**src/rtl/dlfloat_pkg.sv**
```systemverilog
// Shared DLFloat16 constants and the dot-product sequencer state encoding.
package dlfloat_pkg;
    localparam int DLF_W = 16;
    localparam logic [DLF_W-1:0] DLF_INF  = 16'hFFFF;
    localparam logic [DLF_W-1:0] DLF_ZERO = 16'h0000;
    localparam int unsigned MAC_LAT_DEFAULT = 2;

    typedef enum logic [2:0] {
        IDLE  = 3'd0,
        CLEAR = 3'd1,
        LOAD  = 3'd2,
        DRAIN = 3'd3,
        DONE  = 3'd4
    } seq_state_t;

    // The all-ones pattern is the MAC's saturated/special encoding.
    function automatic logic dlf_is_special(input logic [DLF_W-1:0] v);
        return v == DLF_INF;
    endfunction
endpackage

```
**src/rtl/dlfloat_dot_sequencer.sv**
```systemverilog
// Sequences the DLFloat16 MAC: clear, issue N operand pairs, drain the
// pipeline, then hold the captured dot product until it is accepted.
module dlfloat_dot_sequencer
    import dlfloat_pkg::*;
#(
    parameter int unsigned LEN_W   = 8,
    parameter int unsigned MAC_LAT = MAC_LAT_DEFAULT
) (
    input  logic             clk,
    input  logic             rst_n,
    input  logic             cmd_valid,
    output logic             cmd_ready,
    input  logic [LEN_W-1:0] cmd_len,
    input  logic             abort,
    input  logic             op_valid,
    output logic             op_ready,
    input  logic [DLF_W-1:0] op_a,
    input  logic [DLF_W-1:0] op_b,
    output logic             mac_clr,
    output logic             mac_issue,
    output logic [DLF_W-1:0] mac_a,
    output logic [DLF_W-1:0] mac_b,
    input  logic [DLF_W-1:0] mac_acc,
    output logic             res_valid,
    input  logic             res_ready,
    output logic [DLF_W-1:0] res_data,
    output logic             res_ovf,
    output logic             busy
);
    localparam int unsigned DRAIN_W = (MAC_LAT < 1) ? 1 : $clog2(MAC_LAT + 1);

    seq_state_t         state;
    logic [LEN_W-1:0]   len_q;
    logic [LEN_W-1:0]   cnt;
    logic [DRAIN_W-1:0] drain;
    logic               aborting;
    logic               op_fire;
    logic               last_op;

    assign cmd_ready = (state == IDLE);
    assign busy      = (state != IDLE);
    assign aborting  = abort && (state != IDLE);

    // Abort wins over a same-cycle operand handshake, so the pair stays with the source.
    assign op_ready  = (state == LOAD) && !abort;
    assign op_fire   = op_valid && op_ready;

    // Comparing against len-1 keeps cnt inside LEN_W bits even for the maximum length.
    assign last_op   = (cnt == (len_q - LEN_W'(1)));

    always_ff @(posedge clk or negedge rst_n) begin
        if (!rst_n) begin
            state     <= IDLE;
            len_q     <= '0;
            cnt       <= '0;
            drain     <= '0;
            mac_clr   <= 1'b0;
            mac_issue <= 1'b0;
            mac_a     <= DLF_ZERO;
            mac_b     <= DLF_ZERO;
            res_valid <= 1'b0;
            res_data  <= DLF_ZERO;
            res_ovf   <= 1'b0;
        end else begin
            // Issue slots default to a zeroed bubble; only an accepted pair fills one.
            mac_clr   <= 1'b0;
            mac_issue <= 1'b0;
            mac_a     <= DLF_ZERO;
            mac_b     <= DLF_ZERO;

            if (aborting) begin
                state     <= IDLE;
                res_valid <= 1'b0;
                cnt       <= '0;
                drain     <= '0;
            end else begin
                case (state)
                    IDLE: begin
                        if (cmd_valid) begin
                            len_q   <= cmd_len;
                            mac_clr <= 1'b1;
                            state   <= CLEAR;
                        end
                    end

                    CLEAR: begin
                        cnt <= '0;
                        if (len_q == '0) begin
                            drain <= DRAIN_W'(MAC_LAT);
                            state <= DRAIN;
                        end else begin
                            state <= LOAD;
                        end
                    end

                    LOAD: begin
                        if (op_fire) begin
                            mac_issue <= 1'b1;
                            mac_a     <= op_a;
                            mac_b     <= op_b;
                            cnt       <= cnt + LEN_W'(1);
                            if (last_op) begin
                                drain <= DRAIN_W'(MAC_LAT);
                                state <= DRAIN;
                            end
                        end
                    end

                    // The count hits zero in the cycle where the final product is on mac_acc.
                    DRAIN: begin
                        if (drain == '0) begin
                            res_data  <= mac_acc;
                            res_ovf   <= dlf_is_special(mac_acc);
                            res_valid <= 1'b1;
                            state     <= DONE;
                        end else begin
                            drain <= drain - DRAIN_W'(1);
                        end
                    end

                    DONE: begin
                        if (res_ready) begin
                            res_valid <= 1'b0;
                            state     <= IDLE;
                        end
                    end

                    default: begin
                        state <= IDLE;
                    end
                endcase
            end
        end
    end
endmodule

```
**config.mk**
```make
export PLATFORM = sky130hd
export DESIGN_NAME = dlfloat_dot_sequencer
export DESIGN_NICKNAME = d
export VERILOG_FILES = /design/src/rtl/dlfloat_pkg.sv /design/src/rtl/dlfloat_dot_sequencer.sv
export SDC_FILE = /design/constraint.sdc
export NUM_CORES = 1
export LEC_CHECK = 0
export CAP_MARGIN = 10
export CELL_PAD_IN_SITES_DETAIL_PLACEMENT = 0
export CELL_PAD_IN_SITES_GLOBAL_PLACEMENT = 1
export CORE_ASPECT_RATIO = 0.6
export CORE_UTILIZATION = 36
export DETAILED_ROUTE_END_ITERATION = 7
export PLACE_DENSITY = 0.87
export SETUP_SLACK_MARGIN = 0.02
export SLEW_MARGIN = 25
export SYNTH_ARGS = -nofsm -noshare
export SYNTH_HDL_FRONTEND = slang
export SYNTH_SLANG_ARGS = --single-unit
```
**constraint.sdc**
```tcl
create_clock -name clk -period 3 [get_ports clk]
set_clock_uncertainty 0.15 [all_clocks]
set_input_delay 0.3 -clock clk [delete_from_list [all_inputs] [get_ports clk]]
set_output_delay 0.3 -clock clk [all_outputs]
set_load 0.01 [all_outputs]
```
---- Word level (Yosys, flattened, before mapping) ----
Index checks and enable logic that the tools add are counted.
Widths: inputs -> output; s select.
word-level totals
  word-level logic and storage cells ...... 78
  flip-flop bits (word level) ............. 73
  output and inout bits ................... 55
  input port bits ......................... 62
cells by class
  reductions and logical operators ........ 17
  add/subtract/negate cells ............... 3
  equality and inequality tests ........... 13
  bitwise operators ....................... 1
  multiplexer cells ....................... 33
operators by type and width
  cell                  number
  $mux 16               6
  $mux 3                6
  $ne 3x3->1 const B    6
  $eq 16x16->1 const B  1
  $mux 8                2
  $pmux 8 s2            1
  $pmux 3 s5            1
  $mux 1                10
  $mux 2                5
  $reduce_and 5->1      2
  $reduce_and 3->1      3
  $reduce_bool 3->1     3
  $add 8x1->8 const B   1
  $eq 8x8->1            1
  $logic_not 8->1       1
  $sub 8x1->8 const B   1
  $eq 3x2->1 const B    2
  $pmux 2 s3            1
  $reduce_bool 4->1     1
  $eq 3x1->1 const B    1
  $eq 3x3->1 const B    1
  $logic_and 1x1->1     3
  $logic_not 3->1       1
  $ne 3x2->1 const B    1
  6 further kinds       6

---- Depth between registers and ports, before layout ----
  word-level depth ........................ 6
  gate-level depth with buffers ........... 9

---- Worst setup path before layout ----
OpenSTA, ideal clock, no wires.
  path kind ............................... register -> register
  start point ............................. register len_q[0]
  end point ............................... register state[0]
  stages on the path, launching flop included .. 10
  library setup time ...................... 0.104 ns
  data arrival time ....................... 1.803 ns
  slack ................................... 0.943 ns
  clock period less this slack ............ 2.057 ns
  required time ........................... 2.746 ns
  path through ............................ dfrtp_1 -> inv_1 -> ha_1 -> clkbuf_1 -> o21ba_1 -> a221oi_1 -> a41oi_1 -> a21oi_1 -> nand3_1 -> a221oi_1
between the ends
  longest elaborated chain between the ends .. 4
  elaborated cells between the ends (all ways) .. 8
  classes of those cells .................. add/sub: 1; eq/ne: 2; mux: 3; reduce/logical: 2
ends and longest elaborated chain
  what                                                         RTL line                                                  RTL
  start, declared                                              dlfloat_dot_sequencer.sv:33                               logic [LEN_W-1:0] len_q;
  start signal, assigned                                       dlfloat_dot_sequencer.sv:80                               len_q <= cmd_len;
  $sub 8x1->8 / $logic_not 8->1 (equally long branches)        dlfloat_dot_sequencer.sv:49, dlfloat_dot_sequencer.sv:88
  $eq 8x8->1 / $mux 1 (equally long branches)                  dlfloat_dot_sequencer.sv:49, dlfloat_dot_sequencer.sv:88
  $ne 3x3->1 (no line) / $pmux 3 s5 (equally long branches)    -
  $reduce_and 5->1 (no line) / $mux 3 (equally long branches)  -
  end signal, assigned                                         dlfloat_dot_sequencer.sv:53                               state <= IDLE;
  end signal, assigned                                         dlfloat_dot_sequencer.sv:72                               state <= IDLE;
  end signal, assigned                                         dlfloat_dot_sequencer.sv:82                               state <= CLEAR;
  end, declared                                                dlfloat_dot_sequencer.sv:32                               seq_state_t state;
Several ways; a longest one is shown, not always the timed one.
A chain may end at the register's enable or synchronous reset.

---- Final worst setup path ----
  start point ............................. register state[2]
  end point ............................... output port op_ready
between the ends
  longest elaborated chain between the ends .. 2
ends and longest elaborated chain
  what               RTL line                     RTL
  $eq 3x2->1         dlfloat_dot_sequencer.sv:45  assign op_ready = (state == LOAD) && !abort;
  $logic_and 1x1->1  dlfloat_dot_sequencer.sv:45
  end, declared      dlfloat_dot_sequencer.sv:16  output logic op_ready,
No other way between the ends.

==> impl_results.md <==
- Status: complete, no violations
- Nets: ~460
- HPWL after detailed placement: 5.75 mm
- Max-cap violations: 0
- Starting Density: 37.3%
- Die X: 123 um
- Final setup fails: 0
- Critical Path RT: 2.55 ns
- Layout Cells excl Fill: ~510
- CP endpoint kind: output pin
- Crit path DAT: approximately 2.0 ns
- Terminus of the critical flop-to-flop path: state[0]
- Mapped Avg Cell Area: 11.6 sq um
- DR vias: 2,557
- Post-CTS Setup Inserts: 0
- CP Cell Sequence: nor2_1 -> nand3b_1 -> inv_2 -> clkdlybuf4s50_1
- Clock slew at reported path FFs: 0.06 ns
- Dpl ws: 0.685 ns
- Ports: about 120
- Placer Congestion: 0.835
- Sequential element share of the synthesized area: 57.5%
- Worst-Skew Late Latency: 0.33 ns
- Least-Margin Pin Slew: 0.777 ns
- Final min period: 2.47 ns
- Row cnt: 26
- Max-Slew Margin vs Limit: 48.1%
- Seq cells post-synth: 73
- Drt via density: 5.04
- Synth top area cells: dfrtp_1 57%, mux2_2 8.1%, and3_1 7.1%
- Critical Path Max Stage Delay: 0.55 ns
- Hold-fix buffers at CTS: 1
- Area of the multi-input gates: around 0.0013 sq mm
- CTS buffer count: 9
- GRT Util Overall: 17.4%
- Fin. Hold Viols: 0
- Core ar.: 0.00852 sq mm
- Async set-reset flop share out of synthesis: 100%
- 1st-iter DRT viols: around 140
- Warnings, synthesis: 0
- Finished Core Util: 56.8%
- FILL cells: 745
- Worst-case clock buffer depth: 2
- WL per Instance: 15.3 um
- Antenna cell count: 0
- Final worst slack: around 0.53 ns
- Top FF cell, synth: dfrtp_1
- Resize count post-CTS: 0
- Die Ht: between 70 and 80 um
- First-pass GRT wire length: 11.7 mm
- Wirelength, routed: 7.74 mm
- Clock sinks: 73
- IO buf count: 116
- Tcrit/Tclk final: between 80 and 90%
- Setup TNS: 0 ns
- RSZ-0062 raised after global routing: false
- DRC violations left: 0
- CTS tree: built
- Pleak: between 2 and 2.5 nW
- Hold path start: res_ovf
- Critical path's slowest cell: clkdlybuf4s50_1
- Hold depth: 2
- Fin. max-slew vios: 0
- Cell count after placement: 491
- Largest net degree at the start of global routing: 44
- Mapped Cells: 274
- Routed Antenna Nets: 0
- Vias in the first global route: 2,285
- Power Density: 801 mW/mm^2
- Die area: 0.00922 sq mm
- Synth Cell Area: 0.00318 sq mm
- Drt pass-1 iters: 4
- Startpoint type of the worst setup path: flop
- Max Fclk: 404 MHz
- Maximum fanout along the worst path: 13
- Worst Path Class, Setup: reg2out
- Worst reg2reg path depth: 8
- Layout cells sized above 1: a little over an eighth
- Root buffer cell: clkbuf_16
- Yosys top cell by area: dfrtp_1
- Sequential Area: 0.00183 sq mm
- Layout area overhead: 52.1%
- Hold Crit Class: reg2reg
- Hold Path End: res_ovf
- Share of the synthesized area in the top cell type: 57.5%
- Post-synthesis cell type count: 51
- CTS H-tree lvls: 3
- Peak VDD IR: 0.000381 V
- EDFF count, synth: 0
- Worst flop-to-flop path startpoint: len_q[0]
- R2r setup slk: 0.73 ns
- Syn Nets: 340
- Total grt overflow: 0
- Initial antenna violation count: 0
-- cell usage in the layout, fill, tap and decap left out, types with 5 or more instances in the layout --
| master | count |
|---|---|
| nor2_1 | 7 |
| inv_1 | 6 |
| and3_1 | 36 |
| clkbuf_16 | 9 |
| xor2_1 | 6 |
| nand4_1 | 5 |
| nand3_1 | 7 |
| nand2_1 | 19 |
| a21oi_1 | 7 |
| o21ai_0 | 11 |
| clkdlybuf4s50_1 | 115 |
| mux2_2 | 23 |
| dfrtp_1 | 73 |
-- worst max-delay path, delay by kind of cell, from the launching register on --
family	cells	cell delay, ns
buffers and inverters	2	0.71
flip-flops	1	0.50
AND/OR/NAND/NOR	2	0.48
-- kinds of logic (layout without fill, tap and decap cells) --
| group | Yosys count | count (layout) | synth area share (%) |
|---|---|---|---|
| AOI/OAI and AO/OA | 38 | 38 | 8.15 |
| adders and majority gates | 4 | 4 | 1.57 |
| xor gates and xnor gates | 9 | 9 | 2.48 |
| buffers and inverters | 24 | 145 | 2.87 |
| muxes | 27 | 27 | 9.41 |
| and+or+nand+nor | 99 | 99 | 18.1 |
| DFF | 73 | 73 | 57.5 |
-- per-layer routing --
metal / wire length, um / share of wire, % / track usage [%] / up-vias
met4: 46 / 0.59 / 4.82 / 0
met5: 0 / 0 / 0 / -
li1: - / - / - / 1210
met2: 3280 / 42 / 24.5 / 106
met1: 3630 / 47 / 24.5 / 1234
met3: 782 / 10 / 7.35 / 7
-- synth_stat cells, drive strengths merged, types with 3 or more instances --
cell,count
nor3,3
a21oi,8
mux2,23
ha,4
xor2,6
a221oi,3
or3,3
nand2,19
nand2b,3
nand4,5
nand3,7
clkbuf,14
mux2i,4
inv,9
and3,36
xnor2,3
nor2,7
dfrtp,73
o21ai,14
-- how the worst max path moves through the flow --
stage | from | slack, ns | endpoint
after global placement | abort | 0.76 | op_ready
after floorplan | len_q[0] | 0.94 | state[0]
after global routing | state[2] | 0.40 | op_ready
after CTS | state[2] | 0.53 | op_ready
after detailed placement | abort | 0.68 | op_ready
final | state[2] | 0.53 | op_ready
-- state kept, by name, indices dropped and copies added, names as in the netlist --
register	count
cnt	8
drain	2
len_q	8
mac_a	16
mac_b	16
mac_clr	1
mac_issue	1
res_data	16
res_ovf	1
res_valid	1
state	3
-- power breakdown --
part,switching (W),internal (W)
combinational,0.000526,0.000668
clock,0.000389,0.000914
sequential,0.000189,0.00119
total,0.00110,0.00277
-- through the flow --
stage	hold WS (ns)	total power, W	area (sq um)
2_1_floorplan	-0.146	0.00205	3180
3_3_place_gp	0.262	0.00255	4460
3_5_place_dp	0.265	0.00259	4460
4_1_cts	0.347	0.00391	4840
5_1_grt	0.368	0.00408	4840
6_report	0.342	0.00388	4840
-- cell type report --
cell class / instances / share of cell area [%]
multi-input combinational: 177 / 26.1
clock buffer: 10 / 4.94
timing repair buffer: 121 / 25.0
inverter: 9 / 0.698
clock inverter: 5 / 2.64
sequential: 73 / 37.8
tap: 112 / 2.90
No activity file was read; power rests on OpenSTA's default activity.
==> edit (config.mk and constraints unchanged) <==
Re-encode `seq_state_t` (5 states) as one-hot, 5 bits wide.
--- a/src/rtl/dlfloat_pkg.sv
+++ b/src/rtl/dlfloat_pkg.sv
@@ -5,12 +5,12 @@
     localparam logic [DLF_W-1:0] DLF_ZERO = 16'h0000;
     localparam int unsigned MAC_LAT_DEFAULT = 2;
 
-    typedef enum logic [2:0] {
-        IDLE  = 3'd0,
-        CLEAR = 3'd1,
-        LOAD  = 3'd2,
-        DRAIN = 3'd3,
-        DONE  = 3'd4
+    typedef enum logic [4:0] {
+        IDLE  = 5'b00001,
+        CLEAR = 5'b00010,
+        LOAD  = 5'b00100,
+        DRAIN = 5'b01000,
+        DONE  = 5'b10000
     } seq_state_t;
 
     // The all-ones pattern is the MAC's saturated/special encoding.
Function: same outputs for any inputs over 10 cycles, from zero or initial values and one cycle with rst_n low; not proved beyond that.
==> edit against the original RTL <==
First-iteration DRC count decreased by 5.8%. Synthesized area is 1.8% higher. Power is 17% lower. Global-route usage decreased by 0.23 points. Count of clock-buffer cells in the layout is the same. Final area down 0.34%. Routed wire length shrank 0.35%. Sequential cell count grew 2. Setup slack worse by 0.18 ns. Synthesized cell count increased by 1.1%. Non-clock buffer count shrank 1. Final cell count up 1.4%.
==> edit: results (changes against the original RTL) <==
critPathTopFamily: "simple AND/OR/NAND/NOR gates"
drive_above_1_share_pct: 12.69  # -0.73 points
synth_common_cells: "dfrtp_1 (74), and2_1 (36), mux2_2 (22)"
ys_top_cells_by_area: "dfrtp_1 (57%), mux2_2 (7.7%), and2_1 (7.0%)"
route.met3.wl_mm: 1.001  # +28%
status: "complete, no violations"
cp_data_arrival_time_ns: 2.20  # +0.18 ns
grt.total_usage_pct: 17.17  # -0.23 points
grt_max_degree: 76  # +73%
critPathMaxFanout: 10  # -3
r2r_slack_ns: 0.56  # -0.17 ns
fin_nets: 463  # +1.3%
yosys.cell_types.count: 44  # -14%
n_all_buffers: 120  # -0.83%
nFillCells: 721  # -3.2%
nonClkBufAreaFrac_pct: 24.79  # -0.20 points
num-multi-input-gates: 179  # +1.1%
gp_congestion: 0.8502  # +1.8%
worstMarginPinSlew_ns: 0.7014  # -0.07582 ns
seq_area_share_pct: 38.96  # +1.2 points
drt_iter0_drc: 129  # -5.8%
grt_pass1_vias: 2394  # +4.8%
viasPerCell: 4.848  # -3.9%
multiInputGateArea_mm2: 0.001267  # +0.50%
ys_seq_area_share_pct: 58.04  # +0.59 points
nonClockInverterCount: 12  # +3
-- edit: changes by cell type in the layout (fill, tap and decap cells not counted), sizes merged, moves of 3 or more --
cell,before,now
nand4,5,10
a221oi,3,0
and2,2,36
mux2i,4,0
a211oi,0,3
bufinv,4,1
inv,9,12
or3,3,0
nor2,7,19
o21ai,14,11
nand2,19,10
and3,36,1
xnor2,3,9
-- edit: cells by family (layout without fill, tap and decap cells) --
family / Yosys count / after routing / share of synthesized area [%]
flops: 75 / 75 / 58.04
xor+xnor: 16 / 16 / 4.331
compound gates: 36 / 36 / 7.696
fa+ha+maj: 4 / 4 / 1.547
mux: 22 / 22 / 7.657
simple gates: 101 / 101 / 17.94
buf+inv: 23 / 148 / 2.784
-- edit: power breakdown --
| part | internal (µW) | leakage (µW) | switching (µW) | total, µW |
|---|---|---|---|---|
| Clock | 643 | 0.000135 | 405 | 1050 |
| Combinational | 471 | 0.000959 | 407 | 878 |
| Sequential | 1150 | 0.00102 | 148 | 1300 |
| Total | 2270 | 0.00212 | 959 | 3220 |
-- edit: worst max path at each step --
| stage | end | cells after the start | slack (ns) | startpoint |
|---|---|---|---|---|
| 4_1_cts | cmd_ready | 5 | 0.33 | state[3]$_DFFE_PN0P_ |
| 3_3_place_gp | drain[0]$_DFFE_PN0P_ | 7 | 0.47 | abort |
| 2_1_floorplan | drain[0]$_DFFE_PN0P_ | 6 | 0.75 | len_q[0]$_DFFE_PN0P_ |
| 5_1_grt | cmd_ready | 5 | 0.19 | state[3]$_DFFE_PN0P_ |
| 3_5_place_dp | drain[0]$_DFFE_PN0P_ | 7 | 0.43 | abort |
| 6_report | cmd_ready | 5 | 0.35 | state[3]$_DFFE_PN0P_ |
-- edit: per-stage QoR --
stage | power [µW] | utilization (%) | hold slack, ns | worst slack, ns | cell area (µm²)
floorplan | 1795 | - | -0.1456 | 0.7499 | 3236
global placement | 2171 | 52.34 | 0.3134 | 0.4721 | 4512
detailed placement | 2190 | 52.34 | 0.3192 | 0.4328 | 4512
CTS | 3269 | 55.76 | 0.006211 | 0.3348 | 4807
global route | 3424 | 55.92 | 0.3505 | 0.1911 | 4821
finish | 3225 | 55.92 | 0.3274 | 0.3453 | 4821
-- edit: per-layer routing --
| layer | global-route usage, % | up-vias |
|---|---|---|
| met3 | 11.31 | 11 |
| met2 | 22.84 | 94 |
| met5 | 0 | - |
| met4 | 5.622 | 0 |
| li1 | - | 1206 |
| met1 | 22.22 | 1181 |
-- edit: worst min-delay path, stage by stage (launching register included) --
cell,delay [ns]
dfrtp_1,0.34
nand2_1,0.05
o21ai_0,0.06
-- edit: timing repair --
action / CTS / global route
hold buffers: 0 / 1
endpoints found under the hold margin: 0 / 74
resized for setup: 0 / 0
